<file path="config.mk">
export PLATFORM = sky130hd
export DESIGN_NAME = enemy_hit_judge
export DESIGN_NICKNAME = d
export VERILOG_FILES = /design/src/rtl/enemy_hit_judge.sv
export SDC_FILE = /design/constraint.sdc
export NUM_CORES = 1
export LEC_CHECK = 0
export BUFFER_PORTS_ARGS = -buffer_cell sky130_fd_sc_hd__buf_2
export CORE_MARGIN = 3
export CORE_UTILIZATION = 29
export DETAILED_ROUTE_END_ITERATION = 10
export SLEW_MARGIN = 40
export SYNTH_ARGS = -nofsm -noshare
export SYNTH_HDL_FRONTEND = slang
export SYNTH_SLANG_ARGS = --single-unit
</file>
<file path="constraint.sdc">
create_clock -name clk -period 8.75 [get_ports clk]
set_input_delay 0.4375 -clock clk [delete_from_list [all_inputs] [get_ports clk]]
set_output_delay 0.4375 -clock clk [all_outputs]
set_load 0.05 [all_outputs]
</file>
<file path="src/rtl/enemy_hit_judge.sv">
// enemy_hit_judge: one descending enemy sprite. Checks bullet/enemy overlap
// once per game tick, drives the alive/explode/respawn/over life cycle,
// keeps a 4-digit BCD score and a lives count, and produces the enemy's
// pixel enable and colour for a 640x480 screen.
//
// state   | meaning
// ALIVE   | enemy descends one line per tick, hit and escape are tested
// EXPLODE | enemy frozen, explosion counter runs down once per tick
// RESPAWN | one tick: enemy moves to the top row at a pseudo-random x
// OVER    | no lives left; everything frozen until reset
module enemy_hit_judge #(
  parameter int ENEMY_W    = 46,
  parameter int ENEMY_H    = 40,
  parameter int BULLET_W   = 4,
  parameter int BULLET_H   = 40,
  parameter int BOOM_TICKS = 16,
  parameter int LIVES_INIT = 3
) (
  input  logic        clk,
  input  logic        rst,
  input  logic        tick,
  input  logic [9:0]  b_x,
  input  logic [9:0]  b_y,
  input  logic [9:0]  x,
  input  logic [9:0]  y,
  output logic [9:0]  e_x,
  output logic [9:0]  e_y,
  output logic        boom,
  output logic [15:0] score,
  output logic [1:0]  lives,
  output logic        game_over,
  output logic        enemy_en,
  output logic [11:0] enemy_rgb
);

  localparam logic [1:0] ST_ALIVE   = 2'd0;
  localparam logic [1:0] ST_EXPLODE = 2'd1;
  localparam logic [1:0] ST_RESPAWN = 2'd2;
  localparam logic [1:0] ST_OVER    = 2'd3;

  localparam logic [10:0] SCREEN_H  = 11'd480;
  localparam logic [10:0] ESCAPE_Y  = 11'(480 - ENEMY_H);
  localparam logic [10:0] EW        = 11'(ENEMY_W);
  localparam logic [10:0] EH        = 11'(ENEMY_H);
  localparam logic [10:0] BW        = 11'(BULLET_W);
  localparam logic [10:0] BH        = 11'(BULLET_H);
  localparam logic [7:0]  BOOM_LOAD = 8'(BOOM_TICKS - 1);

  logic [1:0]  state_q, state_d;
  logic [9:0]  e_x_q, e_x_d;
  logic [9:0]  e_y_q, e_y_d;
  logic        boom_q, boom_d;
  logic [15:0] score_q, score_d;
  logic [1:0]  lives_q, lives_d;
  logic        game_over_q, game_over_d;
  logic [7:0]  cnt_q, cnt_d;
  logic [9:0]  lfsr_q, lfsr_d;

  logic [10:0] ex11, ey11, bx11, by11, b_top;
  logic        b_on, hit, escape;

  // BCD +1 with digit carry ripple; 9999 saturates
  function automatic logic [15:0] bcd_inc(input logic [15:0] v);
    logic [15:0] r;
    logic        carry;
    r     = v;
    carry = 1'b1;
    if (v != 16'h9999) begin
      for (int i = 0; i < 4; i++) begin
        if (carry) begin
          if (r[i*4 +: 4] == 4'd9) begin
            r[i*4 +: 4] = 4'd0;
          end else begin
            r[i*4 +: 4] = r[i*4 +: 4] + 4'd1;
            carry       = 1'b0;
          end
        end
      end
    end
    return r;
  endfunction

  // Overlap and escape tests on 11-bit zero-extended coordinates
  always_comb begin
    ex11   = {1'b0, e_x_q};
    ey11   = {1'b0, e_y_q};
    bx11   = {1'b0, b_x};
    by11   = {1'b0, b_y};
    b_on   = (by11 >= SCREEN_H);
    b_top  = by11 - SCREEN_H;
    hit    = b_on && (bx11 < ex11 + EW) && (ex11 < bx11 + BW) &&
             (b_top < ey11 + EH) && (ey11 < b_top + BH);
    escape = (ey11 + 11'd1 >= ESCAPE_Y);
  end

  // Next-state logic; only lfsr moves on non-tick cycles
  always_comb begin
    state_d = state_q;
    e_x_d   = e_x_q;
    e_y_d   = e_y_q;
    boom_d  = 1'b0;
    score_d = score_q;
    lives_d = lives_q;
    cnt_d   = cnt_q;
    lfsr_d  = {lfsr_q[8:0], lfsr_q[9] ^ lfsr_q[6]};
    if (tick) begin
      case (state_q)
        ST_ALIVE: begin
          if (hit) begin
            boom_d  = 1'b1;
            state_d = ST_EXPLODE;
            cnt_d   = BOOM_LOAD;
            score_d = bcd_inc(score_q);
          end else if (escape) begin
            lives_d = lives_q - 2'd1;
            state_d = (lives_q == 2'd1) ? ST_OVER : ST_RESPAWN;
          end else begin
            e_y_d = e_y_q + 10'd1;
          end
        end
        ST_EXPLODE: begin
          if (cnt_q == 8'd0) state_d = ST_RESPAWN;
          else               cnt_d   = cnt_q - 8'd1;
        end
        ST_RESPAWN: begin
          e_y_d   = 10'd0;
          e_x_d   = {1'b0, lfsr_q[8:0]};
          state_d = ST_ALIVE;
        end
        default: ;
      endcase
    end
    game_over_d = (state_d == ST_OVER);
  end

  // Register update with synchronous active-low reset
  always_ff @(posedge clk) begin
    if (!rst) begin
      state_q     <= ST_ALIVE;
      e_x_q       <= 10'd297;
      e_y_q       <= 10'd0;
      boom_q      <= 1'b0;
      score_q     <= 16'h0000;
      lives_q     <= 2'(LIVES_INIT);
      game_over_q <= 1'b0;
      cnt_q       <= 8'd0;
      lfsr_q      <= 10'h2A5;
    end else begin
      state_q     <= state_d;
      e_x_q       <= e_x_d;
      e_y_q       <= e_y_d;
      boom_q      <= boom_d;
      score_q     <= score_d;
      lives_q     <= lives_d;
      game_over_q <= game_over_d;
      cnt_q       <= cnt_d;
      lfsr_q      <= lfsr_d;
    end
  end

  // Pixel enable and colour from the current pixel and registered state
  always_comb begin
    enemy_en = ({1'b0, x} >= ex11) && ({1'b0, x} < ex11 + EW) &&
               ({1'b0, y} >= ey11) && ({1'b0, y} < ey11 + EH) &&
               ((state_q == ST_ALIVE) || (state_q == ST_EXPLODE));
    case (state_q)
      ST_ALIVE:   enemy_rgb = 12'hF00;
      ST_EXPLODE: enemy_rgb = 12'hFF0;
      default:    enemy_rgb = 12'h000;
    endcase
  end

  assign e_x       = e_x_q;
  assign e_y       = e_y_q;
  assign boom      = boom_q;
  assign score     = score_q;
  assign lives     = lives_q;
  assign game_over = game_over_q;

endmodule
</file>
==> results of run 1 <==
-- per-layer routing --
layer / wire, um / track usage [%] / vias to the layer above / share of wire (%)
met5: 0 / 0 / - / 0
met4: 91 / 2.83 / 0 / 0.71
met3: 672 / 2.30 / 9 / 5.3
met2: 5530 / 21.0 / 121 / 43
met1: 6460 / 19.9 / 2101 / 51
li1: - / - / 2401 / -
-- through the flow --
step	power (mW)	setup WS [ps]	utilization (%)	instances	cell area, um2
after global placement	0.412	4890	33.6	910	5620
after detailed placement	0.413	4840	33.6	910	5620
after CTS	0.770	4820	35.4	925	5930
after floorplan	0.377	5010	-	626	5040
final	0.759	4820	35.4	925	5930
after global routing	0.801	4610	35.4	925	5930
-- where the power goes --
part	internal, mW	leakage [nW]	switching, mW
sequential	0.275	0.479	0.00649
combinational	0.0490	1.93	0.0761
clock	0.233	0.144	0.119
-- worst min-delay path by stage --
stage,to,slack [ps],depth (start not counted)
floorplan,lfsr_q[2],410,1
global placement,lfsr_q[5],420,1
detailed placement,lfsr_q[5],420,1
CTS,lfsr_q[5],430,1
global route,lfsr_q[5],460,1
finish,lfsr_q[5],430,1
-- kinds of logic after synthesis --
logic type | after synthesis | share of synthesized area (%)
AOI/OAI and AO/OA | 149 | 20.1
xor gates and xnor gates | 32 | 5.73
adders and majority gates | 81 | 20.1
buffers and inverters | 74 | 6.45
DFF | 59 | 23.5
muxes | 6 | 1.22
other | 1 | 0.0746
and+or+nand+nor | 220 | 22.7
-- final cells by class --
type                    instances  area [um2]
flip-flops and latches         59        1180
clock inverters                 4        50.0
multi-input cells             493        3540
inverters                      47         176
fillers                      1756       10800
repair buffers                 91         458
clock buffers                  11         253
well taps                     220         275
-- critical path, stage by stage (launching register included) --
cell	delay, ps
dfxtp_1	460
inv_1	110
ha_1	230
a21o_1	210
a21oi_1	230
nand3_1	160
ha_1	350
a311o_1	320
a2111oi_0	380
nand3_1	120
nor3_1	130
and3_1	200
buf_2	270
-- synth_stat cells, drive strengths merged (3+ instances only) --
library cell | instances | area [um2]
xor2 | 11 | 96.3
a311o | 3 | 30.0
mux2i | 5 | 50.1
dfxtp | 59 | 1180
nand4 | 13 | 81.3
nand3 | 25 | 138
or3 | 9 | 56.3
or4 | 5 | 37.5
nor2 | 43 | 161
and2 | 8 | 50.1
and4 | 4 | 35.0
a211o | 4 | 35.0
o31ai | 4 | 30.0
o2111ai | 3 | 26.3
xnor2 | 21 | 191
clkbuf | 14 | 52.6
a21o | 6 | 45.0
nand2b | 13 | 88.8
and3 | 4 | 25.0
inv | 46 | 173
nor4 | 3 | 18.8
o21a | 3 | 22.5
o21ai | 31 | 159
nor3 | 13 | 65.1
a2111oi | 4 | 36.3
nor2b | 8 | 50.1
ha | 80 | 1000
buf | 13 | 95.1
a21oi | 43 | 230
nand4b | 3 | 32.5
o211ai | 10 | 80.1
nand2 | 60 | 225
a31oi | 9 | 56.3
a211oi | 10 | 97.6
-- registers in the layout, indices dropped and copies added, names as in the netlist --
| register | count |
|---|---|
| score | 16 |
| e_y | 10 |
| lfsr_q | 10 |
| e_x | 9 |
| cnt_q | 8 |
| lives | 2 |
| state_q | 2 |
| boom | 1 |
| game_over | 1 |
==> results by group, run 1 <==
Worst setup path
  – R2R Setup Slk: 4820 ps
  – Crit Path Class: register to output port
  – Crit path max fanout: 8
  – R2r endpoint: score[13]
  – Critical path capture point type: output port
  – Worst path required time: 8310 ps
  – Reg2Reg Depth: 14
  – Critical path startpoint category: register
  – CP arrival: 3500 ps
  – Reg2reg start: e_x[1]
  – Critical Path Start: e_x[1]
  – Critical path endpoint: enemy_en

Place
  – IO Port Bufs: 90
  – Post-DP HPWL: 10100 um
  – Final RePlAce weighted congestion: 0.849

Clock tree
  – CTS Hold Bufs: 0
  – # Post-CTS Setup Buffers: 0
  – Worst skew pair latency: 320 ps
  – Resized cells post-CTS: 0
  – CTS buffer count: 9
  – TritonCTS Sinks: 59
  – H-tree depth: 3
  – CTS tree: built
  – Clock-pin slew on the worst setup and hold paths: 50 ps
  – CTS root buffer: clkbuf_16
  – CTS max path bufs: 2

Floorplan
  – Die width: 138 um
  – Die area: 18900 um2
  – Initial core utilization: 30.0%
  – Rows: 47
  – IO Pins: 96
  – Die height: 138 um
  – Core Area: 16800 um2

Synth
  – Ys async rst share: 0%
  – Yosys cell types: 71
  – Synthesized area per cell: 8.08 um2
  – Mapped Area: 5020 um2
  – Top_reg_cell synth: dfxtp_1
  – YS warnings: 0
  – Number of synthesized flops with an enable pin: 0
  – Sequential fraction of the synthesis area: 23.5%
  – Mapped Cells: 622
  – Yosys reg bits: 59

Layout
  – Commonest cells after routing, fill and taps aside: buf_2 (90), ha_1 (80), nand2_1 (60), dfxtp_1 (59), inv_1 (46)
  – Share of layout cells above drive strength 1: 17.6%
  – Syn-to-layout area delta: 18.0%
  – Most common cell after layout, fill and taps aside: buf_2
  – Final #Nets: 824
  – Inserted Diodes: 0

Drt
  – Routed via count: 4632
  – Final ANT Viol Nets: 0
  – Via/cell ratio: 5.01
  – Drt pass-1 iters: 4
  – Average routed wire per standard cell: 13.8 um
  – Initial detailed-routing violation count: 249
  – Wirelength, routed: 12800 um
  – Number of remaining DRC errors: 0

GRT
  – First-pass GRT wire length: 21000 um
  – Largest net degree at the start of global routing: 29
  – Antenna violations before repair: 0
  – Vias in the first global route: 4297
  – Global Route Usage Sum: 13.6%
  – GRT overflow: 0

Timing
  – Clk_skew: 9.97 ps
  – Hold Fails Final Rpt: 0
  – Least-Margin Pin Slew: 690 ps
  – Fin crit share: 45.0%
  – Tmin final: 3930 ps
  – Fin. max-slew vios: 0
  – Setup TNS Final: 0 ps
  – WHS: 430 ps
  – RSZ-0062 raised after global routing: false
  – Final Setup Violations: 0
  – Relative slew slack: 54.0%
  – Achievable Freq: 0.254 GHz

Outcome
  – Status: finished clean

Worst hold path
  – Hold/Removal Path Class: register to register
  – Hold path startpoint: lfsr_q[4]

Power
  – Peak supply drop: 0.0867 mV
  – Power per cell area: 128 nW/um2
  – Static leakage: 2.55 nW

Run
  – Max Cap Viol: 0
Power figures use the tool's default switching activity.
==> inputs of run 2 (changes only) <==
clock period = 3.2 ns   (was 8.75 ns; I/O delays follow)
==> run 2 against run 1 <==
Worst setup slack worse by 4800 ps. Non-clock buffer count is 54 higher. Final cell count is 5.9% higher. Sequential power grew to 2.7 times the previous value. Register-to-register slack worse by 4800 ps. Global-route usage is 0.87 points higher. Clock-buffer cell count is 2 lower. Routed wire length is 8.0% higher. Via count is 3.6% higher. Clock skew is 2.5 ps lower. First-iteration DRC count is 12% lower.
==> results by group, run 2 (synthesis results as in run 1) <==
Outcome
  – Status: finished clean

Drt
  – Average routed wire per standard cell: 14.1 um (+1.9%)
  – Routed via count: 4801 (+3.6%)
  – Number of remaining DRC errors: 0 (unchanged)
  – Final ANT Viol Nets: 0 (unchanged)
  – Via/cell ratio: 4.90 (-2.2%)
  – Drt pass-1 iters: 4 (unchanged)
  – Initial detailed-routing violation count: 218 (-12%)
  – Wirelength, routed: 13800 um (+8.0%)

Layout
  – Final #Nets: 878 (+6.6%)
  – Most common cell after layout, fill and taps aside: buf_2
  – Inserted Diodes: 0 (unchanged)
  – Syn-to-layout area delta: 30.3%
  – Share of layout cells above drive strength 1: 26.6% (+9.0 points)
  – Max reg flops: 16 (unchanged)
  – Finished Layout Cells: 980 (+5.9%)
  – Commonest cells after routing, fill and taps aside: buf_2 (89), ha_1 (78), nand2_1 (59), dfxtp_1 (54), buf_4 (50)

Worst setup path
  – Worst path required time: 3450 ps (-4860 ps)
  – Critical path startpoint category: register
  – CP max-delay cell: dfxtp_4
  – Reg2reg start: e_x[2]
  – R2R Setup Slk: 20 ps (-4790 ps)
  – Critical path capture point type: register
  – CP peak stage delay: 360 ps (-100 ps)
  – Crit-path cells: inv_2, ha_4, a21o_1, a21oi_2, xnor2_1, ha_1, nand4_1, nor2_1, a211o_1, maj3_2, a21oi_4, buf_12, a21oi_4, buf_6, a211o_1, o211ai_1
  – Crit Path Class: register to register
  – Reg2Reg Depth: 16 (+2)
  – Crit path max fanout: 11 (+3)
  – R2r endpoint: e_y[4]
  – CP arrival: 3430 ps (-70 ps)

Place
  – Final RePlAce weighted congestion: 0.842 (-0.77%)
  – Place WS: -77.9 ps (-4910 ps)
  – Post-DP HPWL: 10900 um (+8.1%)
  – Placed Cells: 957 (+5.2%)
  – IO Port Bufs: 90 (unchanged)

Worst hold path
  – Hold path startpoint: tick
  – Hold/Removal Path Class: input pin to register
  – Worst Hold Endpoint: state_q[0]
  – Hold-critical path depth: 3 (+2)

Floorplan
  – IO Pins: 96 (unchanged)
  – Die area: 18900 um2 (unchanged)
  – Initial core utilization: 30.0% (unchanged)
  – Core Area: 16800 um2 (unchanged)
  – Die width: 138 um (unchanged)
  – Rows: 47 (unchanged)
  – Die height: 138 um (unchanged)

Clock tree
  – Worst skew pair latency: 330 ps (about the same)
  – CTS buffer count: 9 (unchanged)
  – TritonCTS Sinks: 59 (unchanged)
  – Clock-pin slew on the worst setup and hold paths: 60 ps (about the same)
  – CTS tree: built
  – CTS root buffer: clkbuf_16
  – CTS max path bufs: 2 (unchanged)
  – H-tree depth: 3 (unchanged)

Power
  – Peak supply drop: 0.244 mV (+180%)
  – Power per cell area: 351 nW/um2 (+170%)
  – Static leakage: 2.88 nW (+13%)

Timing
  – Final Setup Violations: 0 (unchanged)
  – RSZ-0062 raised after global routing: true
  – Setup ws final: 23.4 ps (-4790 ps)
  – Relative slew slack: 45.7% (-8.3 points)
  – Least-Margin Pin Slew: 811 ps (+121 ps)
  – Tmin final: 3180 ps
  – Fin. max-slew vios: 0 (unchanged)
  – Achievable Freq: 0.315 GHz
  – Hold Fails Final Rpt: 0 (unchanged)
  – Fin crit share: 99.3%
  – Setup TNS Final: 0 ps (unchanged)
  – Clk_skew: 7.49 ps (-2.47 ps)

GRT
  – Largest net degree at the start of global routing: 29 (unchanged)
  – Antenna violations before repair: 0 (unchanged)
  – Met1 Use GR: 20.5% (+0.63 points)
  – GR Util met3: 2.23% (-0.073 points)
  – First-pass GRT wire length: 22200 um (+5.3%)
  – Global Route Usage Sum: 14.5% (+0.87 points)
  – GRT overflow: 0 (unchanged)
  – Vias in the first global route: 4556 (+6.0%)
  – GRT met2 Usage: 22.9% (+1.9 points)
  – GR peak layer: met2

Run
  – Max Cap Viol: 0 (unchanged)
==> run 2: changes by cell type in the layout (fill, tap and decap cells not counted), moves of 3 or more <==
| cell | before | now |
|---|---|---|
| buf_6 | 0 | 4 |
| a21oi_2 | 1 | 4 |
| buf_4 | 1 | 50 |
| dfxtp_2 | 0 | 3 |
| a2111oi_2 | 0 | 3 |
| a21oi_1 | 41 | 37 |
| dfxtp_1 | 59 | 54 |
==> run 2: timing repair <==
action                     in CTS  in global routing
pin swaps                       2                 24
resized for setup               3                 24
hold buffers                    0                  0
setup buffers                   1                  6
setup endpoints to repair       7                 25
==> run 2: worst max-delay path, delay by kind of cell (launching register included) <==
kind | cells | cell delay [ps]
AOI/OAI and AO/OA | 7 | 1340
xor gates and xnor gates | 1 | 160
adders and majority gates | 3 | 750
buffers and inverters | 3 | 380
DFF | 1 | 360
and+or+nand+nor | 2 | 110
==> run 2: area by class of cell <==
cell class / instances / area (um2)
Fill cell: 1766 / 10200
Multi-Input combinational cell: 493 / 3640
Sequential cell: 59 / 1190
Timing Repair Buffer: 145 / 906
Tap cell: 220 / 275
Clock buffer: 9 / 225
Inverter: 47 / 179
Clock inverter: 7 / 124
==> run 2: worst max-delay path by stage <==
stage / start / cells after the start / end / slack (ps)
2_1_floorplan: e_x[1] / 14 / score[2] / -20
3_3_place_gp: b_y[5] / 13 / score[13] / -20
3_5_place_dp: b_y[5] / 13 / score[13] / -80
4_1_cts: e_x[1] / 16 / e_y[4] / -10
5_1_grt: e_x[2] / 16 / e_y[4] / -140
6_report: e_x[2] / 16 / e_y[4] / 20
==> run 2: layer usage <==
layer | vias to the layer above | part of all wire, %
met2 | 103 | 44
met4 | 0 | 0.95
met5 | - | 0
met1 | 2168 | 51
met3 | 12 | 5.0
li1 | 2518 | -
==> run 2: power breakdown <==
group          total [mW]  leakage, nW  switching [mW]  internal [mW]
combinational       0.396         2.23           0.228          0.168
clock                1.13        0.167           0.368          0.767
sequential          0.764        0.480          0.0136          0.751
==> run 2: per-stage QoR <==
| stage | utilization (%) | power (mW) | cell area [um2] | hold slack (ps) |
|---|---|---|---|---|
| 3_3_place_gp | 36.0 | 1.16 | 6030 | 427 |
| 4_1_cts | 38.2 | 2.31 | 6390 | 193 |
| 2_1_floorplan | - | 1.03 | 5070 | 334 |
| 6_report | 39.0 | 2.30 | 6540 | 209 |
| 3_5_place_dp | 36.0 | 1.17 | 6030 | 431 |
| 5_1_grt | 39.0 | 2.41 | 6540 | 210 |
==> inputs of run 3 (changes only) <==
CORE_UTILIZATION = 51   (was 29)
PLACE_DENSITY = 0.77   (was not set)
SETUP_SLACK_MARGIN = 0.3   (was not set)
==> run 3 against run 2 <==
The run now ends with setup timing left. Via count increased by 6.8%. Maximum frequency shrank 2.7%. Sequential share of layout area is 0.71 points higher. Clock-buffer cell count is the same. Flip-flop and latch count did not move. Die area is 42% lower. Routed wire length grew 3.8%. Non-clock buffer count down 12.
==> results by group, run 3 (synthesis results as in run 1) <==
Worst setup path
  – Crit Path Class: register to register
  – Crit path max fanout: 6 (-5)
  – Worst path required time: 3470 ps (+20 ps)
  – Top Family by Delay on Critical Path: compound AO/OA/AOI/OAI gates
  – Critical path capture point type: register
  – CP peak stage delay: 420 ps (+60 ps)
  – Critical path startpoint category: register
  – CP max-delay cell: or4_4
  – CP arrival: 3540 ps (+110 ps)
  – CP bufs+invs: 2 (-1)
  – Crit-path cells: inv_4, ha_4, a21o_1, a21oi_2, xnor2_2, ha_1, nand4_1, nor2_1, a211o_1, maj3_2, a21oi_4, buf_12, nand3_4, or4_4, a31oi_1

Power
  – Design Power: 1.95 mW (-15%)
  – Peak supply drop: 0.301 mV (+23%)
  – Static leakage: 2.81 nW (-2.6%)
  – Power per cell area: 307 nW/um2 (-12%)

Outcome
  – Status: finished with violations
  – Failing checks: setup timing

Timing
  – Relative slew slack: 55.6% (+9.9 points)
  – Achievable Freq: 0.306 GHz (-2.7%)
  – Setup ws final: -65.7 ps (-89.1 ps)
  – Least-Margin Pin Slew: 663 ps (-148 ps)
  – WHS: 171 ps (-38.9 ps)
  – Clk_skew: 15.4 ps (+7.94 ps)
  – Tmin final: 3270 ps (+89.1 ps)
  – Setup TNS Final: -196 ps (-196 ps)
  – Fin crit share: 102% (+2.8 points)
  – Final Setup Violations: 6 (+6)
  – Fin. max-slew vios: 0 (unchanged)
  – Hold Fails Final Rpt: 0 (unchanged)
  – RSZ-0062 raised after global routing: true

Clock tree
  – CTS buffer count: 9 (unchanged)
  – CTS max path bufs: 2 (unchanged)
  – H-tree depth: 3 (unchanged)
  – CTS tree: built
  – TritonCTS Sinks: 59 (unchanged)
  – CTS root buffer: clkbuf_8
  – Clock-pin slew on the worst setup and hold paths: 80 ps (+20 ps)
  – Worst skew pair latency: 350 ps (+20 ps)

Floorplan
  – Die width: 105 um (-24%)
  – Die height: 105 um (-24%)
  – Rows: 35 (-26%)
  – Core Area: 9420 um2 (-44%)
  – Initial core utilization: 53.4% (+23 points)
  – Die area: 11100 um2 (-42%)
  – IO Pins: 96 (unchanged)

Place
  – Post-DP HPWL: 10300 um (-5.2%)
  – Place WS: -41.6 ps (+36.2 ps)
  – Placed Area: 5790 um2 (-3.9%)
  – Final RePlAce weighted congestion: 0.859 (+1.9%)
  – IO Port Bufs: 90 (unchanged)

Layout
  – Most common cell after layout, fill and taps aside: buf_2
  – Commonest cells after routing, fill and taps aside: buf_2 (89), ha_1 (78), nand2_1 (59), dfxtp_1 (47), inv_1 (43)
  – # fillers: 752 (-57%)
  – Max reg flops: 16 (unchanged)
  – Inserted Diodes: 0 (unchanged)
  – Share of layout cells above drive strength 1: 28.3% (+1.7 points)
  – Final #Nets: 868 (-1.1%)
  – Post-route cell area: 6340 um2 (-3.1%)
  – Syn-to-layout area delta: 26.3%

Drt
  – Number of remaining DRC errors: 0 (unchanged)
  – Drt pass-1 iters: 6 (+2)
  – Final ANT Viol Nets: 0 (unchanged)
  – Via/cell ratio: 5.84 (+19%)
  – Average routed wire per standard cell: 16.3 um (+16%)
  – Initial detailed-routing violation count: 374 (+72%)
  – Routed via count: 5129 (+6.8%)
  – Wirelength, routed: 14300 um (+3.8%)

GRT
  – First-pass GRT wire length: 22900 um (+3.3%)
  – GRT overflow: 0 (unchanged)
  – Antenna violations before repair: 0 (unchanged)
  – Vias in the first global route: 4957 (+8.8%)
  – Global Route Usage Sum: 24.8% (+10 points)
  – Largest net degree at the start of global routing: 33 (+14%)

Run
  – Max Cap Viol: 0 (unchanged)

Worst hold path
  – Hold/Removal Path Class: input pin to register
-- run 3: cell count changes in the layout (fill, tap and decap cells not counted), sizes merged --
cell / delta
clkinv: +3
buf: -12
clkinvlp: -1
inv: -1
a21oi: +2
bufinv: -1
-- run 3: area by class of cell --
class	instances	area [um2]	area share (%)
Multi-Input combinational cell	495	3750	59.2
Sequential cell	59	1200	18.9
Timing Repair Buffer	133	822	13.0
Inverter	47	181	2.86
Tap cell	129	161	2.54
Clock buffer	9	124	1.95
Clock inverter	7	100	1.58
-- run 3: metrics by stage --
| stage | cells | utilization [%] |
|---|---|---|
| after global routing | 879 | 67.4 |
| final | 879 | 67.4 |
| after floorplan | 626 | - |
| after detailed placement | 846 | 61.5 |
| after CTS | 874 | 65.8 |
| after global placement | 846 | 61.5 |
-- run 3: what timing repair did --
action                     CTS  global route
hold endpoints to repair     0             0
resized for setup           23            23
buffers inserted            11             4
setup endpoints to repair   39            41
pin swaps                   17            31
hold buffers                 0             0
cloned                       1             1
-- run 3: path summary, 6_finish.rpt --
path	startpoint	endpoint	slack, ps	depth (start not counted)
worst max-delay path	e_x[2]	score[11]	-70	15
worst min-delay path	tick	state_q[1]	170	3
worst max register to register	e_x[2]	score[11]	-70	15
worst min register to register	lfsr_q[4]	lfsr_q[5]	450	1
-- run 3: routing by layer --
layer | share of wire (%) | up-vias | GRT usage [%]
met2 | 47 | 210 | 42.6
met5 | 0 | - | 0
met3 | 5.8 | 33 | 3.43
met4 | 1.9 | 0 | 7.78
met1 | 45 | 2388 | 32.1
li1 | - | 2498 | -
-- run 3: power by group --
group | internal [mW] | leakage [nW] | switching, mW | total, mW
sequential | 0.750 | 0.484 | 0.0176 | 0.768
combinational | 0.165 | 2.21 | 0.239 | 0.404
clock | 0.443 | 0.114 | 0.333 | 0.776
-- run 3: worst reg2reg max path: cells and delay by family, from the launching register on --
family | cells | cell delay (ps)
AO/OA/AOI/OAI | 5 | 1050
adder cells (fa/ha/maj) | 3 | 730
AND/OR/NAND/NOR | 4 | 650
flip-flops | 1 | 380
buffers and inverters | 2 | 210
XOR/XNOR | 1 | 150
